[config.mk]
export PLATFORM = sky130hd
export DESIGN_NAME = alu_result_latch_flat
export DESIGN_NICKNAME = d
export VERILOG_FILES = /design/src/rtl/alu_result_latch_if.sv /design/src/rtl/alu_result_latch.sv /design/src/flat_wrapper.sv
export SDC_FILE = /design/constraint.sdc
export NUM_CORES = 1
export LEC_CHECK = 0
export ABC_CLOCK_PERIOD_IN_PS = 4100
export CAP_MARGIN = 40
export CORE_UTILIZATION = 29
export CTS_BUF_LIST = sky130_fd_sc_hd__clkbuf_8
export CTS_CLUSTER_DIAMETER = 200
export DETAILED_ROUTE_END_ITERATION = 8
export PLACE_DENSITY = 0.65
export SYNTH_ARGS = -nofsm -noshare
export SYNTH_HDL_FRONTEND = slang
export SYNTH_SLANG_ARGS = --single-unit
[constraint.sdc]
create_clock -name clk -period 4.1 [get_ports clk]
set_clock_uncertainty 0.1 [all_clocks]
set_input_delay 0.82 -clock clk [delete_from_list [all_inputs] [get_ports clk]]
set_output_delay 0.82 -clock clk [all_outputs]
set_load 0.02 [all_outputs]
[src/rtl/alu_result_latch_if.sv]
// Bundle between the ALU result latch and its neighbours: ALU-side beat input,
// MEM/WB-side head output and the EX forwarding tap. clk/rst are kept out of here.
// Optional parity pins exist only when ALU_RESULT_PARITY_EN is defined.
interface alu_result_latch_if #(
  parameter int WIDTH      = 32,
  parameter int REG_ADDR_W = 5
);
  logic                  flush;
  logic                  in_valid;
  logic                  in_ready;
  logic [WIDTH-1:0]      in_result;
  logic [REG_ADDR_W-1:0] in_rd;
  logic                  in_reg_write;
  logic                  out_valid;
  logic                  out_ready;
  logic [WIDTH-1:0]      out_result;
  logic [REG_ADDR_W-1:0] out_rd;
  logic                  out_reg_write;
  logic                  fwd_valid;
  logic [REG_ADDR_W-1:0] fwd_rd;
  logic [WIDTH-1:0]      fwd_data;
`ifdef ALU_RESULT_PARITY_EN
  logic                  in_parity;
  logic                  out_parity;
  logic                  parity_err;

  // Environment side: ALU producer, MEM/WB consumer, pipeline control.
  modport master (
    output flush, in_valid, in_result, in_rd, in_reg_write, in_parity, out_ready,
    input  in_ready, out_valid, out_result, out_rd, out_reg_write, out_parity,
    input  parity_err, fwd_valid, fwd_rd, fwd_data
  );

  // Latch side.
  modport slave (
    input  flush, in_valid, in_result, in_rd, in_reg_write, in_parity, out_ready,
    output in_ready, out_valid, out_result, out_rd, out_reg_write, out_parity,
    output parity_err, fwd_valid, fwd_rd, fwd_data
  );
`else
  // Environment side: ALU producer, MEM/WB consumer, pipeline control.
  modport master (
    output flush, in_valid, in_result, in_rd, in_reg_write, out_ready,
    input  in_ready, out_valid, out_result, out_rd, out_reg_write,
    input  fwd_valid, fwd_rd, fwd_data
  );

  // Latch side.
  modport slave (
    input  flush, in_valid, in_result, in_rd, in_reg_write, out_ready,
    output in_ready, out_valid, out_result, out_rd, out_reg_write,
    output fwd_valid, fwd_rd, fwd_data
  );
`endif
endinterface

[src/rtl/alu_result_latch.sv]
// ALU result pipeline latch: 2-entry skid buffer (head H, skid S) feeding MEM/WB, plus EX forwarding tap from H.
// Latency: 1 cycle from accept to out_* when empty or when draining with one entry; all outputs are registers.
// Backpressure: in_ready is registered and drops only when both entries are full; optional parity via ALU_RESULT_PARITY_EN.
module alu_result_latch #(
  parameter int WIDTH      = 32,
  parameter int REG_ADDR_W = 5
) (
  input logic               clk,
  input logic               rst,
  alu_result_latch_if.slave lat
);

  // One buffered beat; parity bit rides along only when the feature is built in.
  typedef struct packed {
`ifdef ALU_RESULT_PARITY_EN
    logic                  par;
`endif
    logic                  rw;
    logic [REG_ADDR_W-1:0] rd;
    logic [WIDTH-1:0]      res;
  } beat_t;

  typedef enum logic [1:0] {
    EMPTY = 2'd0,
    ONE   = 2'd1,
    FULL  = 2'd2
  } state_e;

  state_e state_q, state_d;
  logic   in_ready_q;
  logic   h_vld_q, h_vld_d;
  beat_t  h_q, h_d;
  beat_t  s_q, s_d;
  beat_t  in_beat;
  logic   fwd_vld_q, fwd_vld_d;
  logic   accept;
  logic   drain;
`ifdef ALU_RESULT_PARITY_EN
  logic   perr_q, perr_d;
`endif

  assign accept = lat.in_valid & in_ready_q;
  assign drain  = h_vld_q & lat.out_ready;

  // Pack the incoming ALU beat.
  always_comb begin
    in_beat     = '0;
    in_beat.rw  = lat.in_reg_write;
    in_beat.rd  = lat.in_rd;
    in_beat.res = lat.in_result;
`ifdef ALU_RESULT_PARITY_EN
    in_beat.par = lat.in_parity;
`endif
  end

  // Next-state and entry movement; flush overrides everything and freezes the data registers
  // so a beat offered during flush can never reach out_result.
  always_comb begin
    state_d = state_q;
    h_d     = h_q;
    s_d     = s_q;
    case (state_q)
      EMPTY: begin
        if (accept) begin
          state_d = ONE;
          h_d     = in_beat;
        end
      end
      ONE: begin
        if (accept && drain) begin
          h_d = in_beat;
        end else if (accept) begin
          state_d = FULL;
          s_d     = in_beat;
        end else if (drain) begin
          state_d = EMPTY;
        end
      end
      FULL: begin
        if (drain) begin
          state_d = ONE;
          h_d     = s_q;
        end
      end
      default: state_d = EMPTY;
    endcase
    if (lat.flush) begin
      state_d = EMPTY;
      h_d     = h_q;
      s_d     = s_q;
    end
  end

  // Head valid and forwarding qualifier are precomputed so both leave the block as flops.
  always_comb begin
    h_vld_d   = (state_d != EMPTY);
    fwd_vld_d = h_vld_d & h_d.rw & (h_d.rd != '0);
  end

`ifdef ALU_RESULT_PARITY_EN
  // Sticky even-parity error on any accepted beat (including one dropped by flush); only rst clears it.
  always_comb begin
    perr_d = perr_q | (accept & (^{lat.in_result, lat.in_parity}));
  end
`endif

  // State, storage and registered outputs; rst wins over flush.
  always_ff @(posedge clk) begin
    if (rst) begin
      state_q    <= EMPTY;
      in_ready_q <= 1'b0;
      h_vld_q    <= 1'b0;
      h_q        <= '0;
      s_q        <= '0;
      fwd_vld_q  <= 1'b0;
`ifdef ALU_RESULT_PARITY_EN
      perr_q     <= 1'b0;
`endif
    end else begin
      state_q    <= state_d;
      in_ready_q <= (state_d != FULL);
      h_vld_q    <= h_vld_d;
      h_q        <= h_d;
      s_q        <= s_d;
      fwd_vld_q  <= fwd_vld_d;
`ifdef ALU_RESULT_PARITY_EN
      perr_q     <= perr_d;
`endif
    end
  end

  assign lat.in_ready      = in_ready_q;
  assign lat.out_valid     = h_vld_q;
  assign lat.out_result    = h_q.res;
  assign lat.out_rd        = h_q.rd;
  assign lat.out_reg_write = h_q.rw;
  assign lat.fwd_valid     = fwd_vld_q;
  assign lat.fwd_rd        = h_q.rd;
  assign lat.fwd_data      = h_q.res;
`ifdef ALU_RESULT_PARITY_EN
  assign lat.out_parity    = h_q.par;
  assign lat.parity_err    = perr_q;
`endif

  // Head must not change while it is offered and not taken (unless flushed).
  a_head_stable: assert property (@(posedge clk) disable iff (rst)
    (h_vld_q && !lat.out_ready && !lat.flush) |=> (h_vld_q && $stable(h_q)));

  // in_ready low means both entries are occupied.
  a_ready_full: assert property (@(posedge clk) disable iff (rst)
    (!in_ready_q && state_q != EMPTY) |-> (state_q == FULL));

endmodule

[src/flat_wrapper.sv]
// flat-port wrapper written by rule: the top's interface ports become plain ports
module alu_result_latch_flat 
#(
  parameter int WIDTH      = 32,
  parameter int REG_ADDR_W = 5
)
  (clk, rst, lat_flush, lat_in_valid, lat_in_result, lat_in_rd, lat_in_reg_write, lat_out_ready, lat_in_ready, lat_out_valid, lat_out_result, lat_out_rd, lat_out_reg_write, lat_fwd_valid, lat_fwd_rd, lat_fwd_data);
  alu_result_latch_if #(.WIDTH(WIDTH), .REG_ADDR_W(REG_ADDR_W)) lat_i ();
  input logic clk;
  input logic rst;
  input wire logic [$bits(lat_i.flush)-1:0] lat_flush;
  input wire logic [$bits(lat_i.in_valid)-1:0] lat_in_valid;
  input wire logic [$bits(lat_i.in_result)-1:0] lat_in_result;
  input wire logic [$bits(lat_i.in_rd)-1:0] lat_in_rd;
  input wire logic [$bits(lat_i.in_reg_write)-1:0] lat_in_reg_write;
  input wire logic [$bits(lat_i.out_ready)-1:0] lat_out_ready;
  output wire logic [$bits(lat_i.in_ready)-1:0] lat_in_ready;
  output wire logic [$bits(lat_i.out_valid)-1:0] lat_out_valid;
  output wire logic [$bits(lat_i.out_result)-1:0] lat_out_result;
  output wire logic [$bits(lat_i.out_rd)-1:0] lat_out_rd;
  output wire logic [$bits(lat_i.out_reg_write)-1:0] lat_out_reg_write;
  output wire logic [$bits(lat_i.fwd_valid)-1:0] lat_fwd_valid;
  output wire logic [$bits(lat_i.fwd_rd)-1:0] lat_fwd_rd;
  output wire logic [$bits(lat_i.fwd_data)-1:0] lat_fwd_data;
  assign lat_i.flush = lat_flush;
  assign lat_i.in_valid = lat_in_valid;
  assign lat_i.in_result = lat_in_result;
  assign lat_i.in_rd = lat_in_rd;
  assign lat_i.in_reg_write = lat_in_reg_write;
  assign lat_i.out_ready = lat_out_ready;
  assign lat_in_ready = lat_i.in_ready;
  assign lat_out_valid = lat_i.out_valid;
  assign lat_out_result = lat_i.out_result;
  assign lat_out_rd = lat_i.out_rd;
  assign lat_out_reg_write = lat_i.out_reg_write;
  assign lat_fwd_valid = lat_i.fwd_valid;
  assign lat_fwd_rd = lat_i.fwd_rd;
  assign lat_fwd_data = lat_i.fwd_data;
  alu_result_latch #(.WIDTH(WIDTH), .REG_ADDR_W(REG_ADDR_W)) u_core (.clk(clk), .rst(rst), .lat(lat_i));
endmodule
== Word level (Yosys, flattened, before mapping) ==
Index checks and enable logic that the tools add are counted.

* Bitwise logic cells: 6
* Eq/ne operators: 6
* Reduce and logical (&&, ||, !) cells: 7
* Mux-type cells: 12

{| class="wikitable"
|+ Operators with widths
! kind !! count
|-
| $mux W38 || 4
|-
| $pmux W38 S3 || 1
|-
| $mux W2 || 6
|-
| $ne A2 B1 Y1 const B || 3
|-
| $pmux W2 S3 || 1
|-
| $reduce_and A5 Y1 || 1
|-
| $reduce_bool A5 Y1 || 1
|-
| $and A1 B1 Y1 || 4
|-
| $reduce_and A4 Y1 || 1
|-
| $reduce_bool A3 Y1 || 1
|-
| $eq A2 B1 Y1 const B || 1
|-
| $eq A2 B2 Y1 const B || 1
|-
| $logic_not A2 Y1 || 1
|-
| $ne A2 B2 Y1 const B || 1
|-
| $not A1 Y1 || 2
|-
| $reduce_bool A2 Y1 || 1
|-
| $logic_and A1 B1 Y1 || 1
|}

* Input port bits: 43
* Logic and storage cells: 41
* Output and inout port bits: 78
* Flip-flop bits (word level): 81

== Logic depth before layout (Yosys ltp) ==
Gate-level depths: netlist of the first run.

* Depth in word-level cells: 9
* Gate-level depth with buffers: 7
* Gate-level depth less buffers: 4

== Least setup slack after synthesis of the first run ==
OpenSTA, ideal clock, no wires.

* Kind: input -> register
* From: input lat_flush
* To: register u_core.fwd_vld_q, in the netlist u_core.lat.fwd_valid
* Buffers on the path: 2
* Stages: 6
* Slack: 2055 ps
* Arrival time: 1824 ps
* Setup time: 122 ps
* Data required time: 3878 ps
* Path through: clkbuf_2 and4bb_2 a22oi_4 buf_6 o21a_1 o311a_1

* Word-level cells in the longest chain between the ends: 4
* Elaborated cells on any way between the ends: 6
* Those cells by class: mux: 2; bitwise: 2; reduce/logical: 2

{| class="wikitable"
|+ Ends and longest elaborated chain
! what !! RTL line !! source
|-
| from (decl) || flat_wrapper.sv:11 || <nowiki>input wire logic [$bits(lat_i.flush)-1:0] lat_flush;</nowiki>
|-
| $mux W2 || alu_result_latch.sv:87 || <nowiki>if (lat.flush) begin</nowiki>
|-
| $reduce_bool A2 Y1 || alu_result_latch.sv:96 || <nowiki>h_vld_d = (state_d != EMPTY);</nowiki>
|-
| $and A1 B1 Y1 || alu_result_latch.sv:97 || <nowiki>fwd_vld_d = h_vld_d & h_d.rw & (h_d.rd != '0);</nowiki>
|-
| $and A1 B1 Y1 (*) || alu_result_latch.sv:97 ||
|-
| to (signal assigned) || alu_result_latch.sv:125 || <nowiki>fwd_vld_q <= fwd_vld_d;</nowiki>
|-
| to (decl) || alu_result_latch.sv:35 || <nowiki>logic fwd_vld_q, fwd_vld_d;</nowiki>
|}

Every way passes the cells marked *; elsewhere a longest branch is shown, timed or not.
A chain may end at the register's enable or synchronous reset.

== Worst setup path after layout of the first run ==
* From: input lat_out_ready
* To: register u_core.fwd_vld_q, in the netlist u_core.lat.fwd_valid

* Word-level cells in the longest chain between the ends: 9
* Elaborated cells on any way between the ends: 16
* Those cells by class: mux: 10; bitwise: 3; reduce/logical: 3

{| class="wikitable"
|+ Ends and longest elaborated chain
! what !! RTL line !! source
|-
| from (decl) || flat_wrapper.sv:16 || <nowiki>input wire logic [$bits(lat_i.out_ready)-1:0] lat_out_ready;</nowiki>
|-
| $and A1 B1 Y1 (*) || alu_result_latch.sv:43 || <nowiki>assign drain = h_vld_q & lat.out_ready;</nowiki>
|-
| $mux W2 || alu_result_latch.sv:75 || <nowiki>end else if (drain) begin</nowiki>
|-
| $mux W2 || alu_result_latch.sv:72 || <nowiki>end else if (accept) begin</nowiki>
|-
| $mux W2 || alu_result_latch.sv:70 || <nowiki>if (accept && drain) begin</nowiki>
|-
| $pmux W2 S3 || alu_result_latch.sv:62 || <nowiki>case (state_q)</nowiki>
|-
| $mux W2 || alu_result_latch.sv:87 ||
|-
| $reduce_bool A2 Y1 || alu_result_latch.sv:96 ||
|-
| $and A1 B1 Y1 || alu_result_latch.sv:97 ||
|-
| $and A1 B1 Y1 (*) || alu_result_latch.sv:97 ||
|}

Every way passes the cells marked *; elsewhere a longest branch is shown, timed or not. The select of a mux whose other input is x is not followed.

==> Flow_metrics.wiki, run 1 <==
{| class="wikitable"
! Metric !! Value
|-
| Hold-fix buffers at CTS || 0
|-
| Dominant cell type by area after synthesis || sky130_fd_sc_hd__dfxtp_1
|-
| Power density over the cells || 334.6 nW/um^2
|-
| Worst max-slew margin expressed relative to the limit || 45.80%
|-
| Number of fillers in the final layout || 1180
|-
| Worst Max-Slew Pin Slew || approximately 0.81 ns
|-
| Overall Global Routing Usage || between 10% and 20%
|-
| Global route overflow || 0
|-
| Max rail drop VDD || 0.1339 mV
|-
| Number of nets produced by synthesis || around 460
|-
| Signed area change from the synthesized netlist to the final layout || 32.57%
|-
| DRT Wirelength || 9833 microns
|-
| Width of the chip || 113.6 microns
|-
| TritonCTS clock tree || built
|-
| Via count of the first global-routing pass || 3351
|-
| Critical path data required time || 4.24 ns
|-
| Data arrival at the endpoint of the critical path || 2.80 ns
|-
| Master cell of the clock root buffer || sky130_fd_sc_hd__clkbuf_8
|-
| Worst reg2reg startpoint || u_core.state_q[1]$_SDFF_PP0_
|-
| Number of clock buffers inserted by TritonCTS || 9
|-
| Count of H-tree levels built during CTS || 3
|-
| Sum of net half-perimeters after detailed placement || approximately 6400 microns
|-
| Share of the yosys chip area belonging to registers || 44.86%
|-
| Startpoint of the lowest-slack hold path || u_core.s_q[12]$_SDFFE_PP0P_
|-
| Number of standard cells in the final layout excluding fillers || 654
|-
| Vertical die dimension || 113.6 microns
|-
| Std-Cell Rows || 40
|-
| Setup repair after global routing missed its margin || false
|-
| Share of the synthesized area in the top cell type || 44.86%
|-
| Largest fanout of any net on the critical path || 39
|-
| Final-report max-slew violation count || 0
|-
| Logic depth of the worst register-to-register path || 5
|-
| Minimum period implied by the final worst setup slack || between 2 and 3 ns
|-
| Synth top cells by count || 81 x sky130_fd_sc_hd__dfxtp_1, 81 x sky130_fd_sc_hd__nand2_1, 44 x sky130_fd_sc_hd__a21oi_1
|-
| Type of the setup path with the least slack || in -> reg
|-
| Vias post-DR || between 3000 and 4000
|-
| Drt via density || 5.096
|-
| Count of state elements after synthesis || roughly 80
|-
| CTS clk-pin slew, worst paths || 0.08 ns
|-
| Primary flip-flop cell chosen by synthesis mapping || sky130_fd_sc_hd__dfxtp_1
|-
| Final antenna diode count || 0
|-
| Async set or reset register ratio after synthesis || 0%
|-
| Total Die Area || 12920 sq um
|-
| Detailed-router iteration count before antenna repair || 4
|-
| GPL Wtd Cong || 0.7301
|-
| Yosys synthesis warning count || 0
|-
| Clock latency on the worst-skew pair || 0.36 ns
|-
| Endpoint of the most critical register-to-register path || u_core.lat.fwd_valid$_SDFF_PP0_
|-
| Syn avg cell area || 8.627 sq um
|-
| PostCTS Resize Cnt || 0
|-
| Pin count of the biggest net entering global routing || 42
|-
| Post-synthesis cell type count || 35
|-
| Post-synthesis instance area || ~3600 sq um
|-
| Result of the run || complete, no violations
|-
| Endpoints failing setup || 0
|-
| Critical path launch point type || input pin
|-
| Clock buffer depth || 2
|-
| Critical path launch point || lat_out_ready
|-
| Worst Hold Path EP || u_core.s_q[12]$_SDFFE_PP0P_
|-
| Crit share post-route || 64.84%
|-
| Maxcap violations || 0
|-
| Net total in the final layout || 525
|-
| FF-to-FF setup slack || about 1.9 ns
|-
| Placed insts || 639
|-
| Setup total negative slack || 0 ns
|-
| Count of flip-flops with a built-in enable after synthesis || 0
|-
| P_leak || 1.568 nW
|-
| Post-DR wirelength/cell || 15.04 microns
|-
| Antenna violations before repair || 0
|-
| Post CTS Setup Buffer Count || 0
|-
| Hold Vio Cnt, Final || 0
|-
| Worst Setup End Kind || register
|-
| Starting density of the core || 29.97%
|-
| # port buffers || between 100 and 150
|-
| Starting DRT DRC Count || 248
|-
| Fraction of final layout cells sized beyond drive strength 1 || 6.379%
|-
| Worst hold path class || reg -> reg
|-
| Final core occ || about 40%
|-
| Number of cells on the worst hold path || 2
|-
| Post-detailed-route count of antenna-violating nets || 0
|-
| Wire length of the first global-routing pass || about 16000 microns
|-
| Maximum clock frequency || 376.2 MHz
|-
| Post-Syn Instances || between 400 and 500
|-
| Sink Count || approximately 80
|-
| Number of DRC violations after detailed routing || 0
|-
| Number of ports placed on the die boundary || 121
|-
| Area of the core || 12060 sq um
|-
| Leading post-synthesis cells by cell area || sky130_fd_sc_hd__dfxtp_1 45%, sky130_fd_sc_hd__a32o_1 10%, sky130_fd_sc_hd__nand2_1 8.4%
|}
## sequential cells by signal, indices dropped and copies added (netlist names)
signal and flops:
u_core.state_q 2, u_core.lat.fwd_rd 5, u_core.lat.out_valid 1, u_core.lat.fwd_data 32, u_core.lat.in_ready 1, u_core.s_q 38
u_core.lat.fwd_valid 1, u_core.lat.out_reg_write 1
## cell usage in the layout, fill, tap and decap left out, types with 2 or more instances in the layout
| master | Yosys | layout |
|---|---|---|
| sky130_fd_sc_hd__buf_4 | 39 | 8 |
| sky130_fd_sc_hd__clkdlybuf4s50_1 | 0 | 119 |
| sky130_fd_sc_hd__dfxtp_1 | 81 | 81 |
| sky130_fd_sc_hd__nand2_1 | 81 | 81 |
| sky130_fd_sc_hd__nand2b_1 | 2 | 2 |
| sky130_fd_sc_hd__nor2_1 | 38 | 38 |
| sky130_fd_sc_hd__a21oi_1 | 44 | 44 |
| sky130_fd_sc_hd__clkinvlp_4 | 0 | 2 |
| sky130_fd_sc_hd__or4_1 | 2 | 2 |
| sky130_fd_sc_hd__a32oi_1 | 2 | 2 |
| sky130_fd_sc_hd__clkinv_2 | 0 | 3 |
| sky130_fd_sc_hd__a32o_1 | 36 | 36 |
| sky130_fd_sc_hd__a22oi_1 | 36 | 36 |
| sky130_fd_sc_hd__clkbuf_8 | 0 | 9 |
## kinds of logic after synthesis
logic type	synth area share [%]
simple gates	15.37
buf+inv	13.50
xor+xnor	0.2423
compound gates	26.03
flops	44.86
## critical path, cell delays in order
cell	delay, ns
sky130_fd_sc_hd__clkdlybuf4s50_1	0.49
sky130_fd_sc_hd__and4b_2	0.58
sky130_fd_sc_hd__a22oi_4	0.13
sky130_fd_sc_hd__buf_4	0.27
sky130_fd_sc_hd__o21a_1	0.17
sky130_fd_sc_hd__o311a_1	0.28
## worst max-delay path by stage
stage | to | slack [ns] | cells after the start
after floorplan | u_core.lat.fwd_valid$_SDFF_PP0_ | 2.05 | 6
after global placement | u_core.lat.fwd_valid$_SDFF_PP0_ | 1.15 | 6
after detailed placement | u_core.lat.fwd_valid$_SDFF_PP0_ | 1.11 | 6
after CTS | u_core.lat.fwd_valid$_SDFF_PP0_ | 1.48 | 6
after global routing | u_core.s_q[25]$_SDFFE_PP0P_ | 1.35 | 6
final | u_core.lat.fwd_valid$_SDFF_PP0_ | 1.44 | 6
## area by class of cell
type	count	area (sq um)	area share, %
Tap cell	168	210.2	4.386
Multi-Input combinational cell	260	1513	31.57
Sequential cell	81	1622	33.84
Clock inverter	6	60.06	1.253
Clock buffer	9	123.9	2.585
Inverter	2	7.507	0.1567
Timing Repair Buffer	128	1256	26.21
## where the power goes
group	switching [W]	internal [W]
clock	0.000293	0.000275
sequential	0.0000128	0.000802
combinational	0.000112	0.000110
## per-layer routing
metal | routed length [microns] | GRT usage [%] | vias to the layer above
li1 | - | - | 1570
met1 | 4314 | 19.26 | 1613
met2 | 4677 | 25.98 | 134
met3 | 719 | 4.995 | 16
met4 | 121 | 6.754 | 0
met5 | 0 | 0 | -
## through the flow
stage	hold slack [ns]	power, W	area (sq um)	worst slack [ns]
after floorplan	0.3357	0.0009578	3615	2.055
after global placement	0.3406	0.001053	4608	1.153
after detailed placement	0.3486	0.001055	4608	1.114
after CTS	0.3600	0.001619	4792	1.483
after global routing	0.3737	0.001678	4792	1.351
final	0.3590	0.001603	4792	1.442
(Power assumes the default switching activity.)
==> inputs of run 2 (changes only) <==
- ABC_CLOCK_PERIOD_IN_PS: 4100 -> 2700
- clock period: 4.1 -> 2.7 ns (I/O delays scaled with it)
==> run 2 against run 1 <==
Global-route usage fell by 0.14 points. Cell count rose by 0.92%. Wire length rose by 1.1%. First-iteration DRC count fell by 10%. Critical path type unchanged. Largest cell class unchanged. Highest routed layer unchanged.
==> Flow_metrics.wiki, run 2 (synthesized netlist as in run 1, its figures left out) <==
{| class="wikitable"
! Metric !! Value
|-
| Maxcap violations || 0 (unchanged)
|-
| Critical path launch point type || input pin
|-
| Via count of the first global-routing pass || 3160 (-5.7%)
|-
| Number of cells on the worst hold path || 2 (unchanged)
|-
| Fraction of final layout cells sized beyond drive strength 1 || 7.520% (+1.1 points)
|-
| Drt via density || 4.912 (-3.6%)
|-
| Worst reg2reg startpoint || u_core.state_q[1]$_SDFF_PP0_
|-
| Number of standard cells in the final layout excluding fillers || 660 (+0.92%)
|-
| Endpoint of the most critical register-to-register path || u_core.lat.fwd_valid$_SDFF_PP0_
|-
| Minimum period implied by the final worst setup slack || 2.037 ns
|-
| P_leak || 1.596 nW (+1.8%)
|-
| Vertical die dimension || 113.6 microns (unchanged)
|-
| Post-DR wirelength/cell || 15.07 microns (+0.23%)
|-
| # port buffers || 120 (unchanged)
|-
| Startpoint of the lowest-slack hold path || u_core.s_q[26]$_SDFFE_PP0P_
|-
| Worst Setup End Kind || register
|-
| Number of fillers in the final layout || 1209 (+2.5%)
|-
| Total chip power || 0.002369 W (+48%)
|-
| Sum of net half-perimeters after detailed placement || 6968 microns (+9.7%)
|-
| Count of H-tree levels built during CTS || 3 (unchanged)
|-
| Setup repair after global routing missed its margin || false
|-
| Logic depth of the worst register-to-register path || 5 (unchanged)
|-
| Result of the run || complete, no violations
|-
| Global route overflow || 0 (unchanged)
|-
| Number of ports placed on the die boundary || 121 (unchanged)
|-
| Delay of the slowest critical-path stage || 0.49 ns (-0.09 ns)
|-
| Max FFs per register || 38 (unchanged)
|-
| Net total in the final layout || 531 (+1.1%)
|-
| CP top delay family || buffers and inverters
|-
| Critical path data required time || 2.88 ns (-1.36 ns)
|-
| Type of the setup path with the least slack || in -> reg
|-
| Final Hold Slack || 0.3588 ns (-0.0002460 ns)
|-
| Hold-fix buffers at CTS || 0 (unchanged)
|-
| Starting density of the core || 29.97% (unchanged)
|-
| CTS clk-pin slew, worst paths || 0.08 ns (about the same)
|-
| Final antenna diode count || 0 (unchanged)
|-
| Data arrival at the endpoint of the critical path || 2.22 ns (-0.58 ns)
|-
| Largest fanout of any net on the critical path || 17 (-56%)
|-
| Clock buffer depth || 2 (unchanged)
|-
| Area of the core || 12060 sq um (unchanged)
|-
| FF-to-FF setup slack || 0.89 ns (-1.04 ns)
|-
| Master cell of the clock root buffer || sky130_fd_sc_hd__clkbuf_8
|-
| Post CTS Setup Buffer Count || 0 (unchanged)
|-
| PostCTS Resize Cnt || 0 (unchanged)
|-
| Signed area change from the synthesized netlist to the final layout || 34.13%
|-
| Pin count of the biggest net entering global routing || 51 (+21%)
|-
| Worst Hold Path EP || u_core.s_q[26]$_SDFFE_PP0P_
|-
| Width of the chip || 113.6 microns (unchanged)
|-
| Antenna violations before repair || 0 (unchanged)
|-
| Buffers and inverters on the worst path || 2 (unchanged)
|-
| Worst max-slew margin expressed relative to the limit || 57.31% (+12 points)
|-
| Leading cell type in the layout, fill and taps excluded || sky130_fd_sc_hd__clkdlybuf4s50_1
|-
| Final-report max-slew violation count || 0 (unchanged)
|-
| Worst Max-Slew Pin Slew || 0.6403 ns (-0.1727 ns)
|-
| Top library cells by usage in the layout, fill and taps aside || 119 x sky130_fd_sc_hd__clkdlybuf4s50_1, 81 x sky130_fd_sc_hd__nand2_1, 81 x sky130_fd_sc_hd__dfxtp_1, 44 x sky130_fd_sc_hd__a21oi_1, 38 x sky130_fd_sc_hd__nor2_1
|-
| Std-Cell Rows || 40 (unchanged)
|-
| Maximum clock frequency || 490.9 MHz
|-
| Sink Count || 81 (unchanged)
|-
| Overall Global Routing Usage || 15.76% (-0.14 points)
|-
| Cell-by-cell listing of the critical path || clkdlybuf4s50_1 > and4b_2 > buf_4 > a32oi_1 > o2bb2ai_1 > o311a_1
|-
| Setup total negative slack || 0 ns (unchanged)
|-
| GPL Wtd Cong || 0.7389 (+1.2%)
|-
| Critical path's slowest cell || sky130_fd_sc_hd__clkdlybuf4s50_1
|-
| Placed insts || 645 (+0.94%)
|-
| Worst hold path class || reg -> reg
|-
| Endpoints failing setup || 0 (unchanged)
|-
| Post-detailed-route count of antenna-violating nets || 0 (unchanged)
|-
| Crit share post-route || 75.45%
|-
| Vias post-DR || 3242 (-2.7%)
|-
| Hold Vio Cnt, Final || 0 (unchanged)
|-
| Detailed-router iteration count before antenna repair || 5 (+1)
|-
| Wire length of the first global-routing pass || 16100 microns (-0.72%)
|-
| Starting DRT DRC Count || 222 (-10%)
|-
| Number of DRC violations after detailed routing || 0 (unchanged)
|-
| Clock latency on the worst-skew pair || 0.34 ns (-0.02 ns)
|-
| DRT Wirelength || 9946 microns (+1.1%)
|-
| Total Die Area || 12920 sq um (unchanged)
|-
| Largest register by flop count || u_core.s_q
|-
| Number of clock buffers inserted by TritonCTS || 9 (unchanged)
|-
| Max rail drop VDD || 0.3107 mV (+130%)
|-
| Power density over the cells || 488.5 nW/um^2 (+46%)
|-
| TritonCTS clock tree || built
|}
[run 2: cell count changes in the layout (fill, tap and decap cells not counted), sizes merged]
cell and change:
bufinv -1, clkinvlp +1, clkinv -1, buf +6, clkbuf +1
[run 2: metrics by stage]
stage | util, % | cell area, sq um | setup slack, ns
global placement | 38.79 | 4678 | 0.3584
global route | 40.20 | 4848 | 0.5564
detailed placement | 38.79 | 4678 | 0.2976
CTS | 40.20 | 4848 | 0.6318
finish | 40.20 | 4848 | 0.6629
floorplan | - | 3615 | 0.9348
[run 2: worst max-delay path by stage]
stage | start | end | slack (ns) | cells after the start
after floorplan | lat_flush | u_core.lat.fwd_valid$_SDFF_PP0_ | 0.93 | 6
after global placement | lat_out_ready | u_core.lat.fwd_valid$_SDFF_PP0_ | 0.36 | 6
after detailed placement | lat_in_valid | u_core.lat.fwd_data[20]$_SDFFE_PP0P_ | 0.30 | 6
after CTS | u_core.lat.in_ready$_SDFF_PP0_ | lat_in_ready | 0.63 | 1
after global routing | lat_in_valid | u_core.lat.fwd_data[8]$_SDFFE_PP0P_ | 0.56 | 6
final | lat_out_ready | u_core.lat.fwd_valid$_SDFF_PP0_ | 0.66 | 6
[run 2: worst register-to-register path, delay by kind of cell, from the launching register on]
kind / cells / cell delay [ns]
AOI/OAI and AO/OA: 3 / 0.46
buffers and inverters: 1 / 0.30
DFF: 1 / 0.44
and+or+nand+nor: 1 / 0.46
[run 2: area by class of cell]
type	instances	area (sq um)	share of cell area, %
clock buffers	10	137.6	2.839
inverters	2	7.507	0.1548
flip-flops and latches	81	1622	33.45
repair buffers	134	1326	27.35
multi-input cells	260	1513	31.20
well taps	168	210.2	4.335
clock inverters	5	32.53	0.6710
[run 2: layer usage]
metal	wire length [microns]	share of wire, %	GRT usage (%)	vias up
met2	4983	50	27.40	95
met3	601	6.0	4.410	2
met1	4338	44	19.53	1556
met4	24	0.24	2.895	0
li1	-	-	-	1589
met5	0	0	0	-
[run 2: power breakdown]
part,internal [W],leakage [nW],switching (W)
clock network,0.000351,0.0802,0.000435
registers,0.00122,0.655,0.0000207
logic,0.000174,0.860,0.000170
total,0.00174,1.60,0.000626
==> inputs of run 3 (changes only) <==
- ABC_CLOCK_PERIOD_IN_PS: 2700 -> 1800
- PLACE_DENSITY: 0.65 -> 0.67
- clock period: 2.7 -> 1.8 ns (I/O delays scaled with it)
==> run 3 against run 2 <==
Sequential share of layout area down 2.1 points. Wire length up 2.8%. Clock power up 93%. Cell area up 6.8%. Count of clock-buffer cells in the layout up 2. Hold slack worse by 0.10 ns. Worst setup slack worse by 0.62 ns. Die area unchanged. Via count up 6.6%. Non-clock buffer count up 25. Total power up 65%. Flip-flop and latch count unchanged. Critical endpoint is now lat_fwd_valid. Highest routed layer unchanged.
==> Flow_metrics.wiki, run 3 (synthesized netlist as in run 1, its figures left out) <==
{| class="wikitable"
! Metric !! Value
|-
| Result of the run || complete, no violations
|-
| Number of DRC violations after detailed routing || 0 (unchanged)
|-
| Cell-by-cell listing of the critical path || clkdlybuf4s50_1
|-
| Vertical die dimension || 113.6 microns (unchanged)
|-
| Top library cells by usage in the layout, fill and taps aside || 81 x sky130_fd_sc_hd__nand2_1, 80 x sky130_fd_sc_hd__dfxtp_1, 44 x sky130_fd_sc_hd__a21oi_1, 43 x sky130_fd_sc_hd__dlygate4sd2_1, 40 x sky130_fd_sc_hd__clkdlybuf4s50_1
|-
| Worst max-slew margin expressed relative to the limit || 77.70% (+20 points)
|-
| Final Hold Slack || 0.2579 ns (-0.1009 ns)
|-
| FF-to-FF setup slack || 0.07 ns (-0.82 ns)
|-
| Crit share post-route || 97.46%
|-
| Largest register by flop count || u_core.s_q
|-
| Final-report max-slew violation count || 0 (unchanged)
|-
| Max rail drop VDD || 0.4198 mV (+35%)
|-
| Vias post-DR || 3457 (+6.6%)
|-
| # port buffers || 120 (unchanged)
|-
| Critical path's slowest cell || sky130_fd_sc_hd__clkdlybuf4s50_1
|-
| Worst hold path class || in -> reg
|-
| Hold Vio Cnt, Final || 0 (unchanged)
|-
| Total Die Area || 12920 sq um (unchanged)
|-
| Overall Global Routing Usage || 15.84% (+0.080 points)
|-
| Width of the chip || 113.6 microns (unchanged)
|-
| Clock latency on the worst-skew pair || 0.34 ns (about the same)
|-
| P_leak || 2.583 nW (+62%)
|-
| Hold-fix buffers at CTS || 0 (unchanged)
|-
| DRT Wirelength || 10230 microns (+2.8%)
|-
| Maxcap violations || 0 (unchanged)
|-
| Buffers and inverters on the worst path || 1 (-1)
|-
| Endpoints failing setup || 0 (unchanged)
|-
| Placed insts || 668 (+3.6%)
|-
| Worst Max-Slew Pin Slew || 0.3345 ns (-0.3058 ns)
|-
| Clock buffer depth || 2 (unchanged)
|-
| Fraction of final layout cells sized beyond drive strength 1 || 12.19% (+4.7 points)
|-
| Wire length of the first global-routing pass || 16270 microns (+1.0%)
|-
| Count of cell instances traversed by the critical path || 1 (-5)
|-
| Critical path launch point type || register
|-
| Logic depth of the worst register-to-register path || 5 (unchanged)
|-
| Type of the setup path with the least slack || reg -> out
|-
| Starting DRT DRC Count || 232 (+4.5%)
|-
| Global route overflow || 0 (unchanged)
|-
| Starting density of the core || 29.97% (unchanged)
|-
| Post-detailed-route count of antenna-violating nets || 0 (unchanged)
|-
| Antenna violations before repair || 1 (+1)
|-
| Power density over the cells || 752.9 nW/um^2 (+54%)
|-
| Maximum clock frequency || 570.0 MHz
|-
| Number of cells on the worst hold path || 4 (+2)
|-
| GPL Wtd Cong || 0.7449 (+0.81%)
|-
| Number of clock buffers inserted by TritonCTS || 9 (unchanged)
|-
| Worst Setup End Kind || output pin
|-
| Via count of the first global-routing pass || 3328 (+5.3%)
|-
| Net total in the final layout || 556 (+4.7%)
|-
| Largest fanout of any net on the critical path || 1 (-16)
|-
| Master cell of the clock root buffer || sky130_fd_sc_hd__clkbuf_8
|-
| Pin count of the biggest net entering global routing || 60 (+18%)
|-
| Delay of the slowest critical-path stage || 0.61 ns (+0.12 ns)
|-
| TritonCTS clock tree || built
|-
| Leading cell type in the layout, fill and taps excluded || sky130_fd_sc_hd__nand2_1
|-
| Data arrival at the endpoint of the critical path || 1.29 ns (-0.93 ns)
|-
| Post-DR wirelength/cell || 14.91 microns (-1.1%)
|-
| Critical path data required time || 1.34 ns (-1.54 ns)
|-
| Sink Count || 81 (unchanged)
|-
| Number of ports placed on the die boundary || 121 (unchanged)
|-
| CP top delay family || buffers and inverters
|-
| Drt via density || 5.039 (+2.6%)
|-
| CTS clk-pin slew, worst paths || 0.08 ns (about the same)
|-
| Signed area change from the synthesized netlist to the final layout || 43.30%
|-
| Minimum period implied by the final worst setup slack || about 1.8 ns
|-
| Area of the core || 12060 sq um (unchanged)
|-
| Count of H-tree levels built during CTS || 3 (unchanged)
|-
| Detailed-router iteration count before antenna repair || 4 (-1)
|-
| Std-Cell Rows || 40 (unchanged)
|-
| Sum of net half-perimeters after detailed placement || 7187 microns (+3.1%)
|-
| Max FFs per register || 38 (unchanged)
|-
| Final core occ || 42.95% (+2.7 points)
|-
| Setup total negative slack || 0 ns (unchanged)
|-
| Setup repair after global routing missed its margin || false
|-
| Number of standard cells in the final layout excluding fillers || 686 (+3.9%)
|}
-- run 3: changes by cell type in the layout (fill, tap and decap cells not counted), moves of 3 or more --
cell                              delta
sky130_fd_sc_hd__clkinvlp_4          -3
sky130_fd_sc_hd__buf_4              +19
sky130_fd_sc_hd__buf_6               +5
sky130_fd_sc_hd__dlygate4sd2_1      +43
sky130_fd_sc_hd__dlymetal6s2s_1     +36
sky130_fd_sc_hd__clkdlybuf4s50_1    -79
-- run 3: layout make-up --
cell class | instances | area (sq um)
Clock buffer | 12 | 165.2
Multi-Input combinational cell | 260 | 1526
Inverter | 2 | 7.507
Clock inverter | 3 | 63.81
Sequential cell | 81 | 1623
Timing Repair Buffer | 159 | 1582
Tap cell | 168 | 210.2
Antenna cell | 1 | 2.502
Fill cell | 1203 | 6882
-- run 3: final timing paths --
check / start / endpoint
max: u_core.lat.fwd_valid$_SDFF_PP0_ / lat_fwd_valid
min: rst / u_core.lat.out_valid$_SDFF_PP0_
max reg2reg: u_core.state_q[0]$_SDFF_PP0_ / u_core.lat.fwd_valid$_SDFF_PP0_
min reg2reg: u_core.s_q[9]$_SDFFE_PP0P_ / u_core.s_q[9]$_SDFFE_PP0P_
-- run 3: stage by stage --
stage | power (W) | worst slack (ns) | area (sq um)
6_report | 0.003900 | 0.04567 | 5180
3_3_place_gp | 0.002439 | -0.2752 | 4865
3_5_place_dp | 0.002445 | -0.3041 | 4865
4_1_cts | 0.003933 | 0.001077 | 5040
2_1_floorplan | 0.002182 | 0.1789 | 3615
5_1_grt | 0.004055 | 0.001502 | 5180
-- run 3: metal layers --
layer	wire length (microns)	share of wire [%]	global-route usage [%]
met3	655	6.4	4.091
met5	0	0	0
met1	4505	44	19.39
met2	5013	49	27.36
met4	52	0.51	4.474
-- run 3: power by group --
group          internal, W  switching (W)
combinational     0.000262       0.000265
sequential         0.00183      0.0000278
clock             0.000884       0.000634
-- run 3: timing repair --
item	4_1_cts	5_1_grt
setup endpoints to repair	46	83
gates cloned	0	0
setup buffers	0	2
pin swaps	0	2
resized for setup	43	45
